===== src/rtl/lsu_ctrl_pkg.sv =====
// Shared constants and types for the load/store controller.
//   ADDR  : word-index width of the data memory
//   WORD  : data width (lane logic assumes four bytes)
//   SZ_*  : request size encodings
//   state_t : controller FSM states
package lsu_ctrl_pkg;

  localparam int ADDR = 16;
  localparam int WORD = 32;

  localparam logic [1:0] SZ_B = 2'b00;
  localparam logic [1:0] SZ_H = 2'b01;
  localparam logic [1:0] SZ_W = 2'b10;
  localparam logic [1:0] SZ_R = 2'b11;

  typedef enum logic [2:0] {
    IDLE = 3'd0,
    RD   = 3'd1,
    RDW  = 3'd2,
    WR   = 3'd3,
    RESP = 3'd4
  } state_t;

  // A request is rejected for the reserved size or for an address that
  // is not naturally aligned to its size.
  function automatic logic req_is_bad(input logic [1:0] size, input logic [1:0] addr_lo);
    logic bad;
    bad = 1'b0;
    case (size)
      SZ_H:    bad = addr_lo[0];
      SZ_W:    bad = (addr_lo != 2'b00);
      SZ_R:    bad = 1'b1;
      default: bad = 1'b0;
    endcase
    return bad;
  endfunction

endpackage


===== src/rtl/lsu_lane_fmt.sv =====
// Combinational lane formatter for the load/store controller.
//   mem_q      : word read from memory
//   wdata      : right-aligned store data
//   size       : SZ_B / SZ_H / SZ_W
//   addr_lo    : byte offset within the word
//   sgn        : sign-extend the load value
//   load_val   : selected lane, zero- or sign-extended to a word
//   store_word : mem_q with the store data merged into its lanes
module lsu_lane_fmt
  import lsu_ctrl_pkg::*;
(
  input  logic [WORD-1:0] mem_q,
  input  logic [WORD-1:0] wdata,
  input  logic [1:0]      size,
  input  logic [1:0]      addr_lo,
  input  logic            sgn,
  output logic [WORD-1:0] load_val,
  output logic [WORD-1:0] store_word
);

  logic [4:0]  byte_sh;
  logic [4:0]  half_sh;
  logic [7:0]  byte_v;
  logic [15:0] half_v;

  // Little-endian lanes: byte k at bits [8k+7:8k], half h at [16h+15:16h].
  always_comb begin
    byte_sh = {addr_lo, 3'b000};
    half_sh = {addr_lo[1], 4'b0000};
    byte_v  = mem_q[byte_sh +: 8];
    half_v  = mem_q[half_sh +: 16];

    case (size)
      SZ_B:    load_val = {{24{sgn & byte_v[7]}}, byte_v};
      SZ_H:    load_val = {{16{sgn & half_v[15]}}, half_v};
      default: load_val = mem_q;
    endcase

    store_word = mem_q;
    case (size)
      SZ_B:    store_word[byte_sh +: 8]  = wdata[7:0];
      SZ_H:    store_word[half_sh +: 16] = wdata[15:0];
      default: store_word = wdata;
    endcase
  end

endmodule


===== src/rtl/lsu_ctrl.sv =====
// Load/store controller in front of a single-port data memory with a
// 1-cycle registered read.
//   req_*      : request channel (valid/ready), byte address, size, data
//   resp_*     : response channel (valid/ready), load data, error flag
//   mem_a/w/d  : memory word index, write strobe, write data
//   mem_q      : memory read data, valid the cycle after a read cycle
//   dbg_state  : current FSM state
// Handshake: a transfer happens on a rising edge where valid && ready;
// the producer keeps valid and payload stable until then, and the
// consumer may drive ready independently of valid.
module lsu_ctrl
  import lsu_ctrl_pkg::*;
(
  input  logic            clk,
  input  logic            rst,
  input  logic            req_valid,
  output logic            req_ready,
  input  logic            req_we,
  input  logic [1:0]      req_size,
  input  logic            req_signed,
  input  logic [ADDR+1:0] req_addr,
  input  logic [WORD-1:0] req_wdata,
  output logic            resp_valid,
  input  logic            resp_ready,
  output logic [WORD-1:0] resp_rdata,
  output logic            resp_err,
  output logic [ADDR-1:0] mem_a,
  output logic            mem_w,
  output logic [WORD-1:0] mem_d,
  input  logic [WORD-1:0] mem_q,
  output logic [2:0]      dbg_state
);

  state_t          state_q, state_d;
  logic            we_q, we_d;
  logic [1:0]      size_q, size_d;
  logic            sgn_q, sgn_d;
  logic [ADDR+1:0] addr_q, addr_d;
  logic [WORD-1:0] wdata_q, wdata_d;
  logic            resp_valid_q, resp_valid_d;
  logic            resp_err_q, resp_err_d;
  logic [WORD-1:0] resp_rdata_q, resp_rdata_d;
  logic            mem_w_q, mem_w_d;
  logic [WORD-1:0] mem_d_q, mem_d_d;
  logic [WORD-1:0] load_val, store_word;

  lsu_lane_fmt u_lane_fmt (
    .mem_q      (mem_q),
    .wdata      (wdata_q),
    .size       (size_q),
    .addr_lo    (addr_q[1:0]),
    .sgn        (sgn_q),
    .load_val   (load_val),
    .store_word (store_word)
  );

  always_comb begin
    state_d      = state_q;
    we_d         = we_q;
    size_d       = size_q;
    sgn_d        = sgn_q;
    addr_d       = addr_q;
    wdata_d      = wdata_q;
    resp_valid_d = resp_valid_q;
    resp_err_d   = resp_err_q;
    resp_rdata_d = resp_rdata_q;
    mem_w_d      = 1'b0;
    mem_d_d      = mem_d_q;

    case (state_q)
      IDLE: begin
        if (req_valid) begin
          we_d         = req_we;
          size_d       = req_size;
          sgn_d        = req_signed;
          addr_d       = req_addr;
          wdata_d      = req_wdata;
          resp_rdata_d = '0;
          resp_err_d   = 1'b0;
          if (req_is_bad(req_size, req_addr[1:0])) begin
            resp_err_d   = 1'b1;
            resp_valid_d = 1'b1;
            state_d      = RESP;
          end else if (req_we && (req_size == SZ_W)) begin
            // Full-word stores skip the read and write directly.
            mem_d_d = req_wdata;
            mem_w_d = 1'b1;
            state_d = WR;
          end else begin
            state_d = RD;
          end
        end
      end
      // mem_a already carries the latched index; the memory reads it now.
      RD: state_d = RDW;
      RDW: begin
        if (we_q) begin
          mem_d_d = store_word;
          mem_w_d = 1'b1;
          state_d = WR;
        end else begin
          resp_rdata_d = load_val;
          resp_valid_d = 1'b1;
          state_d      = RESP;
        end
      end
      WR: begin
        resp_valid_d = 1'b1;
        state_d      = RESP;
      end
      RESP: begin
        if (resp_ready) begin
          resp_valid_d = 1'b0;
          state_d      = IDLE;
        end
      end
      default: state_d = IDLE;
    endcase
  end

  always_ff @(posedge clk) begin
    if (rst) begin
      state_q      <= IDLE;
      we_q         <= 1'b0;
      size_q       <= SZ_B;
      sgn_q        <= 1'b0;
      addr_q       <= '0;
      wdata_q      <= '0;
      resp_valid_q <= 1'b0;
      resp_err_q   <= 1'b0;
      resp_rdata_q <= '0;
      mem_w_q      <= 1'b0;
      mem_d_q      <= '0;
    end else begin
      state_q      <= state_d;
      we_q         <= we_d;
      size_q       <= size_d;
      sgn_q        <= sgn_d;
      addr_q       <= addr_d;
      wdata_q      <= wdata_d;
      resp_valid_q <= resp_valid_d;
      resp_err_q   <= resp_err_d;
      resp_rdata_q <= resp_rdata_d;
      mem_w_q      <= mem_w_d;
      mem_d_q      <= mem_d_d;
    end
  end

  assign req_ready  = (state_q == IDLE);
  assign resp_valid = resp_valid_q;
  assign resp_err   = resp_err_q;
  assign resp_rdata = resp_rdata_q;
  assign mem_a      = addr_q[ADDR+1:2];
  // Gating with rst keeps a reset asserted during WR from writing.
  assign mem_w      = mem_w_q & ~rst;
  assign mem_d      = mem_d_q;
  assign dbg_state  = state_q;

endmodule


===== config.mk =====
export PLATFORM = sky130hd
export DESIGN_NAME = lsu_ctrl
export DESIGN_NICKNAME = d
export VERILOG_FILES = /design/src/rtl/lsu_ctrl_pkg.sv /design/src/rtl/lsu_lane_fmt.sv /design/src/rtl/lsu_ctrl.sv
export SDC_FILE = /design/constraint.sdc
export NUM_CORES = 1
export LEC_CHECK = 0
export ABC_AREA = 1
export CORE_ASPECT_RATIO = 0.8
export CORE_MARGIN = 2
export CORE_UTILIZATION = 55
export CTS_BUF_LIST = sky130_fd_sc_hd__clkbuf_8
export CTS_CLUSTER_SIZE = 24
export DETAILED_ROUTE_END_ITERATION = 6
export PLACE_DENSITY = 0.88
export SLEW_MARGIN = 20
export SYNTH_ARGS = -nofsm -noshare
export SYNTH_HDL_FRONTEND = slang
export SYNTH_SLANG_ARGS = --single-unit

===== constraint.sdc =====
create_clock -name clk -period 4.9 [get_ports clk]
set_input_delay 1.47 -clock clk [delete_from_list [all_inputs] [get_ports clk]]
set_output_delay 1.47 -clock clk [all_outputs]
set_load 0.01 [all_outputs]

==> results.sh <==
export IMPL_fillers=1057
export IMPL_drive_gt1_share_pct=6.96
export IMPL_core_area_um2=12300
export IMPL_area_growth_pct=29.0
export IMPL_row_count=36
export IMPL_cp_arrival_ns=2.32
export IMPL_route_detailed_drc=2
export IMPL_ant_nets=0
export IMPL_fmax_mhz=264
export IMPL_avgSynthCellArea_um2=6.38
export IMPL_cts_buffers=17
export IMPL_status="complete, but fails checks"
export IMPL_port_buffers=176
export IMPL_met1_usage_pct=49.2
export IMPL_top_usage_layer="met2"
export IMPL_clk_pin_slew_ns=0.08
export IMPL_violations="DRC"
export IMPL_drt_pass1_iterations=7
export IMPL_die_y_um=105
export IMPL_hold_class="register to register"
export IMPL_synthCells=1091
export IMPL_antenna_found_initial=0
export IMPL_dieWidth_um=130
export IMPL_dpl_hpwl_um=17100
export IMPL_slew_viol_final=0
export IMPL_setup_worst_path_start_class="primary input"
export IMPL_path_class="primary input to primary output"
export IMPL_finalCritPeriodShare_pct=77.3
export IMPL_synth_distinct_cells=31
export IMPL_hold_slack_ns=0.460
export IMPL_cp_required_ns=3.43
export IMPL_routabilityCongestion=1.02
export IMPL_clock_path_buffers=2
export IMPL_vias_per_cell=5.75
export IMPL_worstSetupEndpointType="primary output"
export IMPL_yosysWarnings=0
export IMPL_worstPathMaxFanout=2
export IMPL_grt_max_degree=60
export IMPL_placed_cells=1360
export IMPL_grt_pass1_wl_um=38000
export IMPL_relSlewSlack_pct=35.7
export IMPL_grt_usage_pct=35.7
export IMPL_cts_hold_buf=0
export IMPL_ys_ff_latch=124
export IMPL_wl_per_cell_um=17.7
export IMPL_initial_utilization_pct=56.9
export IMPL_setup_tns_ns=0
export IMPL_synthesis_area_um2=6970
export IMPL_final_cell_area_um2=8990
export IMPL_drt_wl_total_um=24700
export IMPL_grt_overflow=0
export IMPL_die_area_um2=13600
export IMPL_fin_cells=1392
export IMPL_io_pins=177
export IMPL_tightest_slew_ns=0.963
export IMPL_cts_tree="built"
export IMPL_post_cts_buffers=0
export IMPL_grt_setup_unrepaired="false"
export IMPL_finalClockSkew_ns=0.0178
export IMPL_grt_pass1_vias=7122
export IMPL_layout_min_cycle_time_ns=3.79
export IMPL_layout_nets=1303
export IMPL_path_cells="buf_2, nor2_1, clkdlybuf4s50_1"
export IMPL_power_density_nw_per_um2=339
export IMPL_maxCapViolCount=0
export IMPL_clkSinkCount=124
export IMPL_hold_viol_final=0
export IMPL_final_setup_viol_count=0
export IMPL_gr_usage_met2_pct=53.1
export IMPL_clkLatencyLatePin_ns=0.45
export IMPL_drt_iter0_drc=1167
export IMPL_min_path_cells=2
export IMPL_cpPeakStageDelay_ns=0.57
export IMPL_antenna_cells=0
export IMPL_clockRootBuffer="clkbuf_8"
export IMPL_htree_num_levels=4
export IMPL_grt_util_met3_pct=11.1
export IMPL_post_dp_cell_area_um2=8570
export IMPL_total_power_uw=3050
export IMPL_cts_resized=0
export IMPL_leakage_uw=0.00355
export IMPL_syn_nets=1186
export IMPL_slowest_stage="clkdlybuf4s50_1"
export IMPL_dr_total_vias=8001
export IMPL_vdd_drop_max_mv=0.223
export IMPL_r2r_cells=10
export IMPL_synth_seq_area_share_pct=35.6
-- cells in the mapped netlist, drive strengths merged --
library cell | count | share of area [%]
nor2 | 90 | 5.3
or2 | 27 | 2.4
dfxtp | 124 | 36
o21ai | 137 | 10
nand4 | 2 | 0.27
o31a | 1 | 0.13
ha | 5 | 0.90
clkbuf | 41 | 2.2
o221ai | 2 | 0.25
o22ai | 1 | 0.090
a31oi | 1 | 0.090
a22oi | 3 | 0.32
nor3 | 1 | 0.072
nand2 | 246 | 13
inv | 87 | 4.7
a21oi | 210 | 15
nand3 | 61 | 4.5
o211ai | 3 | 0.32
buf | 49 | 4.4
-- power breakdown --
part           switching [uW]  internal [uW]
clock                     472            512
sequential               65.0           1090
combinational             590            316
total                    1130           1920
-- critical path: cells and delay by family --
| kind | cells | cell delay (ns) |
|---|---|---|
| and+or+nand+nor | 1 | 0.18 |
| buffers and inverters | 2 | 0.67 |
-- cells by family after synthesis --
kind of cell	count (synthesis)	share of synthesized area [%]
flops	124	35.6
buf+inv	177	11.3
simple gates	427	25.9
fa+ha+maj	5	0.898
compound gates	358	26.3
-- path summary, 6_finish.rpt --
path / start / to / slack (ns)
max reg2reg: addr_q[1]$_SDFFE_PP0P_ / mem_d[3]$_SDFFE_PP0P_ / 2.08
min reg2reg: wdata_q[27]$_SDFFE_PP0P_ / wdata_q[27]$_SDFFE_PP0P_ / 0.46
max: rst / mem_w / 1.11
min: wdata_q[27]$_SDFFE_PP0P_ / wdata_q[27]$_SDFFE_PP0P_ / 0.46
-- through the flow --
step	util (%)	setup slack, ns
floorplan	-	1.39
global placement	69.9	1.10
detailed placement	69.9	1.07
CTS	73.4	1.08
global route	73.4	1.07
finish	73.4	1.11
-- layout by cell type, fill, tap and decap left out --
cell type and n:
nand2_2 2, inv_2 4, a21oi_1 210, o31a_1 1
o21ai_4 1, o221ai_1 2, buf_2 1, clkbuf_8 17
nand3_1 60, ha_1 5, o21ai_0 127, buf_4 12
inv_6 6, nand4_1 1, a31oi_1 1, clkdlybuf4s50_1 175
clkinv_2 1, inv_1 84, or2_2 27, o21ai_1 9
nor2_4 2, o22ai_1 1, clkinv_4 3, nand4_2 1
o211ai_1 3, nor3_1 1, a22oi_1 3, dfxtp_1 124
nor2_1 85, nor2_2 2, nand2_1 244, clkinvlp_4 1
nand3_2 1, nor2_8 1, bufinv_16 3
-- sequential cells by signal (all words and copies together), names as in the netlist, 2 cells and up --
register / cells
addr_q: 18
dbg_state: 3
mem_d: 32
resp_rdata: 32
size_q: 2
wdata_q: 32
-- metal layers --
layer / wire length (um) / vias to the layer above
met3: 3100 / 59
li1: - / 3812
met5: 36 / -
met1: 10100 / 3621
met4: 676 / 2
met2: 10800 / 507
-- area by class of cell --
type,instances,area [um2],share of cell area [%]
multi-input combinational,790,3700,41.2
inverter,87,327,3.63
timing repair buffer,188,1850,20.5
tap,171,214,2.38
clock inverter,15,185,2.06
clock buffer,17,234,2.60
sequential,124,2480,27.6
Note: power is estimated with default switching activity, not from simulation.
==> variant (config.mk and constraints unchanged) <==
Take the reset off `wdata_q` and load it in a clocked block of its own.
--- a/src/rtl/lsu_ctrl.sv
+++ b/src/rtl/lsu_ctrl.sv
@@ -126,5 +126,4 @@
       sgn_q        <= 1'b0;
       addr_q       <= '0;
-      wdata_q      <= '0;
       resp_valid_q <= 1'b0;
       resp_err_q   <= 1'b0;
@@ -138,5 +137,4 @@
       sgn_q        <= sgn_d;
       addr_q       <= addr_d;
-      wdata_q      <= wdata_d;
       resp_valid_q <= resp_valid_d;
       resp_err_q   <= resp_err_d;
@@ -145,4 +143,8 @@
       mem_d_q      <= mem_d_d;
     end
+  end
+
+  always_ff @(posedge clk) begin
+    wdata_q <= wdata_d;
   end
 
Check against the original RTL: same outputs for any inputs over 4 cycles, from zero or initial values and one cycle with rst high; that may be too few to reach the edited logic, so the function may still have changed.
==> variant against the original RTL <==
Wire length decreased by 11%; first-iteration DRC count decreased by 6.6%; worst setup slack better by 0.036 ns; largest power group unchanged; sequential cell count stayed put; synthesized area up 0.75%; total power shrank 5.2%; design area is essentially flat; utilization is 0.26 points lower.
==> variant: results (changes against the original RTL) <==
switching share of power=0.3507 (-0.01936); M2 GR Usage=0.4701 (-0.06058); Detail Route Antenna Nets=0 (unchanged); Post-Synth XOR/XNOR Area=0 (unchanged); Syn Area/Cell=7.067 um^2 (+11%); GRT met3 Usage=0.08500 (-0.02611); First-pass DRT Iterations=5 (-2); GRT Overall Usage=0.3279 (-0.02938); Iter 0 DRT Violations=1,090 (-6.6%); worst path arrival time=2.28 ns (-0.04 ns); synth unique cells=32 (+3.2%); crit-path max FO=2 (unchanged); HPWL Detailed=15,330 um (-10%); sequential fraction of the synthesis area=0.3994 (+0.04297); via/cell ratio=5.771 (+0.41%); EDFF count, synth=32 (+32); largest net degree at the start of global routing=59 (-1.7%); Reg2Reg Depth=9 (-1); Slew headroom=0.3114 (-0.04569); met1 GRT Util=0.4740 (-0.01805); status=completed; hold-critical path depth=2 (unchanged); Post-Syn Nets=1,088 (-8.3%); skew final=0.01218 ns (-0.005650 ns); cell leakage power=3.417 nW (-3.7%); CP max stage delay=0.54 ns (-0.03 ns); share of cells above drive strength 1=0.1020 (+0.03234); first-pass GRT wire length=35,300 um (-7.0%); worst vdd ir=0.0001978 V (-11%); area share of the largest cell type after synthesis=0.2624 (-0.09395); worst slew pin tran=1.032 ns (+0.06849 ns); final non-filler cell total=1,299 (-6.7%); Fill cells=998 (-5.6%); post-synthesis adder-cell area fraction=0.008914 (-0.00006725); Final nets=1,210 (-7.1%); ranking of synthesized cells by area=dfxtp_1 (26%), nand2_1 (14%), edfxtp_1 (14%); list of most frequent post-synthesis cells=nand2_1 (259), a21oi_1 (152), o21ai_0 (107), dfxtp_1 (92), nor2_1 (61); vias in the first global route=6,914 (-2.9%); post-CTS sizing=0 (unchanged); Final Wtd Congestion=0.9855 (-3.5%); Routed WL per cell=16.94 um (-4.4%); Synth Area in Compound Gates=0.2246 (-0.03834)
variant: cell types whose count changed after synthesis, moves of 6 or more:
cell,before,now
a21oi_1,210,152
a21oi_2,0,15
buf_2,22,16
dfxtp_1,124,92
edfxtp_1,0,32
inv_1,83,57
nand2_1,244,259
nand3_1,60,48
nand3_2,1,16
nor2_1,86,61
o21ai_0,127,107
variant: layout make-up:
| class | count | area (um^2) | area share |
|---|---|---|---|
| multi-input cells | 725 | 3553 | 0.3953 |
| clock buffers | 19 | 261.5 | 0.02909 |
| well taps | 171 | 214.0 | 0.02380 |
| flip-flops and latches | 124 | 2803 | 0.3118 |
| repair buffers | 182 | 1814 | 0.2018 |
| inverters | 65 | 244.0 | 0.02714 |
| clock inverters | 13 | 100.1 | 0.01113 |
variant: worst max-delay path, delay by kind of cell:
family / cells / cell delay, ns
simple gates: 1 / 0.12
buf+inv: 2 / 0.69
variant: final timing paths:
path,slack (ns),startpoint,end
max,1.15,rst,mem_w
min,0.47,resp_rdata[22],resp_rdata[22]
max reg2reg,1.87,addr_q[0],mem_d[1]
min reg2reg,0.47,resp_rdata[22],resp_rdata[22]
variant: power by group through the flow:
stage / Combinational [mW] / Clock [mW] / Sequential [mW]
2_1_floorplan: 0.559 / 0 / 1.22
3_3_place_gp: 0.798 / 0 / 1.23
3_5_place_dp: 0.813 / 0 / 1.23
4_1_cts: 0.818 / 0.835 / 1.21
5_1_grt: 0.926 / 0.883 / 1.22
6_report: 0.838 / 0.835 / 1.21
variant: per-layer routing:
layer / vias up / wire (um)
met4: 0 / 587
met1: 3421 / 9408
met3: 64 / 2703
met5: - / 0
li1: 3523 / -
met2: 489 / 9302
variant: cell families (layout without fill, tap and decap cells):
family,Yosys count,count (layout)
AND/OR/NAND/NOR,427,427
buffers and inverters,144,279
AO/OA/AOI/OAI,293,293
flip-flops,124,124
adder cells (fa/ha/maj),5,5
variant: per-stage QoR:
step           hold slack [ns]  utilization  instance area, um^2  setup WS (ns)
3_3_place_gp            0.4537       0.7017                 8628          1.158
5_1_grt                 0.4843       0.7311                 8990          1.125
6_report                0.4687       0.7311                 8990          1.149
4_1_cts                 0.4692       0.7311                 8990          1.146
2_1_floorplan           0.4773            -                 7018          1.137
3_5_place_dp            0.4586       0.7017                 8628          1.027
